[src/rtl/muladd_pkg.sv]
// Shared types and sizing helpers for the shift-add multiply-accumulate.
package muladd_pkg;

  typedef enum logic [1:0] {IDLE, RUN, DONE} state_t;

  localparam int DEF_WIDTH = 32;
  localparam int DEF_BPC   = 1;

  function automatic int clog2(input int v);
    int r;
    r = 0;
    while ((1 << r) < v) r++;
    return r;
  endfunction

  // Step counter width; a single-step build still needs one bit.
  function automatic int cnt_width(input int n);
    return (clog2(n) < 1) ? 1 : clog2(n);
  endfunction

  localparam int DEF_CNT_W = cnt_width(DEF_WIDTH / DEF_BPC);

endpackage

[src/rtl/muladd_seq_mul_step.sv]
// One partial-product step: acc + (bit ? b << shift : 0), purely combinational.
module mul_step #(
  parameter int WIDTH = 32,
  parameter int SW    = 6
) (
  input  logic [2*WIDTH-1:0] i_acc,
  input  logic [WIDTH-1:0]   i_b,
  input  logic               i_bit,
  input  logic [SW-1:0]      i_shift,
  output logic [2*WIDTH-1:0] o_acc
);

  logic [2*WIDTH-1:0] w_addend;

  assign w_addend = i_bit ? ({{WIDTH{1'b0}}, i_b} << i_shift) : '0;
  assign o_acc    = i_acc + w_addend;

endmodule

[src/rtl/muladd_seq.sv]
// Sequential p = a*b + c; retires BPC multiplier bits per cycle through a
// chain of mul_step instances. Used to rebuild a dividend from divmod results.
module muladd_seq
  import muladd_pkg::*;
#(
  parameter int WIDTH = DEF_WIDTH,
  parameter int BPC   = DEF_BPC
) (
  input  logic               clock,
  input  logic               reset,
  input  logic               in_valid,
  output logic               in_ready,
  input  logic [WIDTH-1:0]   a,
  input  logic [WIDTH-1:0]   b,
  input  logic [WIDTH-1:0]   c,
  output logic               out_valid,
  input  logic               out_ready,
  output logic [2*WIDTH-1:0] p
);

  localparam int N   = WIDTH / BPC;
  localparam int CW  = cnt_width(N);
  localparam int SW  = clog2(2 * WIDTH);
  localparam int BSH = clog2(BPC);

  state_t             r_state;
  logic [2*WIDTH-1:0] r_acc;
  logic [WIDTH-1:0]   r_mul;
  logic [WIDTH-1:0]   r_b;
  logic [CW-1:0]      r_cnt;

  logic [BPC:0][2*WIDTH-1:0] w_chain;
  logic [SW-1:0]             w_base;

  // BPC is a power of two, so cnt*BPC is a plain shift.
  assign w_base     = SW'(r_cnt) << BSH;
  assign w_chain[0] = r_acc;

  genvar j;
  generate
    for (j = 0; j < BPC; j++) begin : g_step
      logic [SW-1:0] w_shift;
      assign w_shift = w_base + SW'(j);
      mul_step #(.WIDTH(WIDTH), .SW(SW)) u_step (
        .i_acc   (w_chain[j]),
        .i_b     (r_b),
        .i_bit   (r_mul[j]),
        .i_shift (w_shift),
        .o_acc   (w_chain[j+1])
      );
    end
  endgenerate

  always_ff @(posedge clock or posedge reset) begin
    if (reset) begin
      r_state   <= IDLE;
      r_acc     <= '0;
      r_mul     <= '0;
      r_b       <= '0;
      r_cnt     <= '0;
      in_ready  <= 1'b1;
      out_valid <= 1'b0;
      p         <= '0;
    end else begin
      case (r_state)
        IDLE: begin
          if (in_valid) begin
            r_mul    <= a;
            r_b      <= b;
            r_acc    <= {{WIDTH{1'b0}}, c};
            r_cnt    <= '0;
            in_ready <= 1'b0;
            r_state  <= RUN;
          end
        end
        RUN: begin
          r_acc <= w_chain[BPC];
          r_mul <= r_mul >> BPC;
          r_cnt <= r_cnt + CW'(1);
          if (r_cnt == CW'(N - 1)) begin
            p         <= w_chain[BPC];
            out_valid <= 1'b1;
            r_state   <= DONE;
          end
        end
        DONE: begin
          // Result held until the consumer takes it; inputs are ignored here.
          if (out_ready) begin
            out_valid <= 1'b0;
            in_ready  <= 1'b1;
            r_state   <= IDLE;
          end
        end
        default: begin
          r_state   <= IDLE;
          in_ready  <= 1'b1;
          out_valid <= 1'b0;
        end
      endcase
    end
  end

endmodule

[config.mk]
export PLATFORM = sky130hd
export DESIGN_NAME = muladd_seq
export DESIGN_NICKNAME = d
export VERILOG_FILES = /design/src/rtl/muladd_pkg.sv /design/src/rtl/muladd_seq_mul_step.sv /design/src/rtl/muladd_seq.sv
export SDC_FILE = /design/constraint.sdc
export NUM_CORES = 1
export LEC_CHECK = 0
export BUFFER_PORTS_ARGS = -buffer_cell sky130_fd_sc_hd__buf_4
export CORE_MARGIN = 2
export CORE_UTILIZATION = 45
export DETAILED_ROUTE_END_ITERATION = 6
export PLACE_DENSITY = 0.7
export SYNTH_ARGS = -nofsm -noshare
export SYNTH_HDL_FRONTEND = slang
export SYNTH_SLANG_ARGS = --single-unit
[constraint.sdc]
create_clock -name clock -period 8.5 [get_ports clock]
set_input_delay 0.425 -clock clock [delete_from_list [all_inputs] [get_ports clock]]
set_output_delay 0.425 -clock clock [all_outputs]
set_load 0.01 [all_outputs]
Word-level counts from Yosys, hierarchy flattened. Cells that the tools add are included.

Register bits after elaboration: 201. Bits in latches: 0. Bits in writable memories: 0. Bits in read-only memories: 0. Bits of input ports: 100. Output and inout port bits: 66. Word-level logic and storage cells: 44. Memories kept: 0.

Add/sub/neg operators: 2. $mul: 0. Div/mod/pow operators: 0. Magnitude comparators: 0. Eq/ne operators: 6. Shift operators: 1. Multiplexer cells: 17. Bitwise operators: 2. Reductions and logical operators: 8.

Operator list (count): 64-bit two-way mux (2); 64-bit one-hot mux with 2 select lines (1); 64-bit adder (1); 32-bit one-hot mux with 2 select lines (1); 32-bit by 5-bit left shift with 64-bit output (1); 32-bit two-way mux (1); 5-bit one-hot mux with 2 select lines (1); 3-bit AND reduction (3); 2-bit two-way mux (3); 2-bit != test (second input constant) (3); 1-bit one-hot mux with 3 select lines (2); 2-bit one-hot mux with 3 select lines (1); 2-bit AND reduction (3); 5-bit by 1-bit adder with 5-bit output (second input constant) (1); 5-bit == test (second input constant) (1); 5-bit two-way mux (1); 1-bit two-way mux (4); 2-bit by 1-bit == test with 1-bit output (second input constant) (1); 2-bit == test (second input constant) (1); 2-bit zero test (1); 1-bit NOT (2); 2-bit nonzero test (1).

Logic depth before layout (Yosys ltp).
Depth after elaboration: 4. Depth in mapped cells: 21. Gate-level depth less buffers: 19.

Hierarchy. A second synthesis with hierarchy kept.

Cell total of the unflattened synthesis: 1510. Area total of the unflattened synthesis: 14407.6 um^2.

By module, submodules not included: muladd_seq (instances 1, cells each 626, area each 8394.3 um^2, seq. area each 5031.1 um^2); mul_step (instances 1, cells each 884, area each 6013.3 um^2, seq. area each 0.0 um^2).

Worst setup path after synthesis. No wires, ideal clock.

Path type: reg2reg. Start: register r_cnt[0]. End: register p[63]. Setup time: 0.139 ns. Arrival: 4.272 ns. Required time: 8.361 ns. Slack: 4.090 ns. Cell stages (with the launch flop): 20. Buffers on the path: 2. Period minus slack after synthesis: 4.410 ns. Cells stage by stage: dfrtp_1 buf_1 mux4_2 mux2i_1 nand2_1 o21ai_0 mux2i_1 and2_1 ha_1 clkbuf_1 a21o_1 a21o_1 a21oi_1 o21ai_0 a2111o_1 a21oi_2 o21ai_2 a31oi_1 mux2i_1 o21ai_0.

Word-level cells in the longest chain between the ends: 3. Elaborated cells on any way between the ends: 5. Those cells by class: add/sub: 1; eq/ne: 1; shift: 1; mux: 1; reduce/logical: 1.

Ends and longest elaborated chain: start, declared (line muladd_seq.sv:30) `logic [CW-1:0] r_cnt;`; start signal, assigned (line muladd_seq.sv:79) `r_cnt <= r_cnt + CW'(1);`; 32-bit by 5-bit left shift with 64-bit output (line muladd_seq_mul_step.sv:15) `assign w_addend = i_bit ? ({{WIDTH{1'b0}}, i_b} << i_shift) : '0;`; 64-bit two-way mux (line muladd_seq_mul_step.sv:15); 64-bit adder (line muladd_seq_mul_step.sv:16) `assign o_acc = i_acc + w_addend;`; end signal, assigned (line muladd_seq.sv:81) `p <= w_chain[BPC];`; end, declared (line muladd_seq.sv:18) `output logic [2*WIDTH-1:0] p`.

Parallel ways exist; a longest one is shown, timed or not. A chain may end at the register's enable or synchronous reset.

Worst setup path in the final report.
Start: register r_cnt[0]. End: register r_acc[63].

Word-level cells in the longest chain between the ends: 4.

Ends and longest elaborated chain: 32-bit by 5-bit left shift with 64-bit output (line muladd_seq_mul_step.sv:15); 64-bit two-way mux (line muladd_seq_mul_step.sv:15); 64-bit adder (line muladd_seq_mul_step.sv:16); 64-bit one-hot mux with 2 select lines (line muladd_seq.sv:65) `case (r_state)`; end signal, assigned (line muladd_seq.sv:70) `r_acc <= {{WIDTH{1'b0}}, c};`; end signal, assigned (line muladd_seq.sv:77) `r_acc <= w_chain[BPC];`; end, declared (line muladd_seq.sv:27) `logic [2*WIDTH-1:0] r_acc;`.

No other way between the ends.

==> results.md <==
* First-pass GRT wire length at 62500 um
* Yosys top cell area share at 0.373
* RSZ-0062 raised after global routing: no
* Synthesized area at 13400 sq um
* Slowest cell on the critical path: dfrtp_2
* IO Port Bufs at 165
* TritonCTS Buffers at 22
* H-tree depth at 1
* Async set or reset register ratio after synthesis at 1.00
* Total grt overflow at 0
* Synth cell types at 71
* WP data required at 8.86 ns
* Starting Density at 0.455
* FP Rows at 63
* # setup viols final at 0
* Cell accounting for the most synthesized area: dfrtp_1
* ANT nets after route at 0
* Hold Crit Class: input pin to async pin
* Critical path class: register to register
* Critical path data arrival time at 5.80 ns
* Cells after Synth at 1599
* Antenna diodes at 0
* Die width at 177 um
* Overall power consumption at 7.90 mW
* Tightest hold margin at 0.0361 ns
* Yosys warnings at 0
* Reg clk slew, reported paths at 0.07 ns
* # IOs at 166
* Final GP Congestion at 0.931
* CP max stage delay at 1.01 ns
* Status: finished clean
* Routed via count at 12.1k
* Leakage power at 7.34 nW
* First-pass detailed-route iteration total at 5
* Initial antenna violation count at 0
* Hold Fails Final Rpt at 0
* Worst-Skew Late Latency at 0.54 ns
* Vias/cell at 5.73
* Relative slew margins at 0.352
* Hpwl dp at 28500 um
* Syn nets at 1765
* DIE HEIGHT at 177 um
* Routed len/inst at 18.2 um
* Maximum vdd drop at 0.219 mV
* Routed wire length at 38300 um
* Top FF cell, synth: dfrtp_1
* Final worst-path cycle share at 0.639
* CP startpoint kind: register
* Crit-path cells: inv_1 > and3_1 > a21oi_1 > nor2_1 > a21oi_1 > mux2_2 > mux2i_1 > and2_1 > ha_1 > nand4_1 > or3_1 > nor4_1 > a21oi_2 > o21ai_2 > a31oi_1 > mux2i_1 > o21ai_0
* Clock Sinks at 201
* Worst Max-Slew Pin Slew at 0.972 ns
* Fillcell total at 2873
* CTS tree: built
* Core area at 29500 sq um
* Die area at 31200 sq um
* Sum Neg Setup Slack at 0 ns
* Drc violations at 0
* Starting DRT DRC Count at 1107
* Cts hold-fix bufs at 0
* CTS Buffer Depth at 3
* Register area share after synthesis at 0.375
* Final nets at 1866
* Post-synth EDFFs at 0
* Upper clock frequency limit at 184 MHz
* Ratio of cells with drive above 1 in the final layout at 0.172
* Max Cap Viol at 0
* Vias in the first global route at 11.5k
* Setup Skew at 0.0248 ns
* Ranking of synthesized cells by area: dfrtp_1, nand2_1, ha_1
* Clk Tree Root Cell: clkbuf_16
* CP Capture Type: register
* Postcts setup bufs at 0
* Flops & latches, synth at 201
* Slew Viols, Final at 0
* Synthesized area per cell at 8.38 sq um
* CP max FO at 41
* Pwr Density at 507 nW/um^2
* PostCTS Resize Cnt at 0
* Global Route Usage Sum at 0.247
* Largest net degree at the start of global routing at 129
* Final min period at 5.44 ns
* Synthesis-to-finish area growth at 16.4%
* Layout Utilization at 0.529
[registers in the layout, summed over array words and instances, names as in the netlist]
register / cells
r_state: 2
r_mul: 32
out_valid: 1
r_cnt: 5
in_ready: 1
r_acc: 64
r_b: 32
p: 64
[through the flow]
stage               area (sq um)  setup WS [ns]  instances
finish                     15600           3.06       2104
global route               15600           2.47       2104
CTS                        15600           3.10       2104
detailed placement         14900           3.16       2066
global placement           14900           3.26       2066
floorplan                  13400           2.59       1599
[Yosys cell counts (5+ instances only)]
library cell / n
a21oi_1: 112
o21bai_1: 13
a21o_1: 37
o21a_1: 8
dfrtp_1: 200
and3_1: 23
nor2_1: 142
a31oi_1: 32
nand2_1: 351
o31ai_1: 9
nor3_1: 8
mux2i_1: 34
o22ai_1: 36
o21ai_0: 128
xor2_1: 18
mux2_2: 28
o211ai_1: 6
inv_1: 25
nand4_1: 23
mux4_2: 24
nor2b_1: 10
ha_1: 65
and2_1: 18
o21ai_1: 11
clkbuf_1: 78
xnor2_1: 43
nand3_1: 25
buf_1: 19
nand2b_1: 5
[logic make-up after synthesis]
logic type | synth area share
AOI/OAI and AO/OA | 0.203
and+or+nand+nor | 0.195
DFF | 0.375
xor gates and xnor gates | 0.0399
buffers and inverters | 0.0360
muxes | 0.0892
adders and majority gates | 0.0622
[area by class of cell]
class	count	area [sq um]	share of cell area
clock inverters	10	95.1	0.00610
flip-flops and latches	201	5030	0.323
multi-input cells	1271	7910	0.507
well taps	390	488	0.0313
clock buffers	28	623	0.0400
repair buffers	179	1340	0.0862
inverters	25	101	0.00650
[final timing paths]
path	depth (start not counted)	from	endpoint	slack [ns]
max	17	r_cnt[0]	r_acc[63]	3.06
min reg2reg	2	p[36]	p[36]	0.48
min in group clock	3	b[8]	r_b[8]	0.08
max reg2reg	17	r_cnt[0]	r_acc[63]	3.06
max in group asynchronous	3	reset	r_acc[31]	6.83
min	2	reset	r_mul[13]	0.04
[cells in the final DEF (no fill, tap or decap), types with 36 or more instances in the layout]
cell type	Yosys	routed
o21ai_0	128	128
buf_4	0	179
dfrtp_1	200	199
nand2_1	351	349
a21oi_1	112	112
xnor2_1	43	43
o22ai_1	36	36
ha_1	65	65
nor2_1	142	142
a21o_1	37	37
[per-layer routing]
layer | vias to the layer above | share of wire | track usage
li1 | 5846 | - | -
met1 | 5783 | 0.48 | 0.371
met2 | 368 | 0.45 | 0.386
met3 | 54 | 0.053 | 0.0224
met4 | 0 | 0.021 | 0.0596
met5 | - | 0 | 0
[worst max-delay path, delay by kind of cell (launching register included)]
family	cells	cell delay [ns]
and+or+nand+nor	6	1.59
AOI/OAI and AO/OA	6	1.39
buffers and inverters	1	0.28
DFF	1	1.01
adders and majority gates	1	0.41
muxes	3	0.54
[power breakdown]
group,internal [mW],total [mW],switching [mW]
clock,0.549,0.959,0.410
combinational,2.05,5.13,3.08
sequential,1.43,1.81,0.387
total,4.02,7.90,3.88
(Power assumes the default switching activity.)
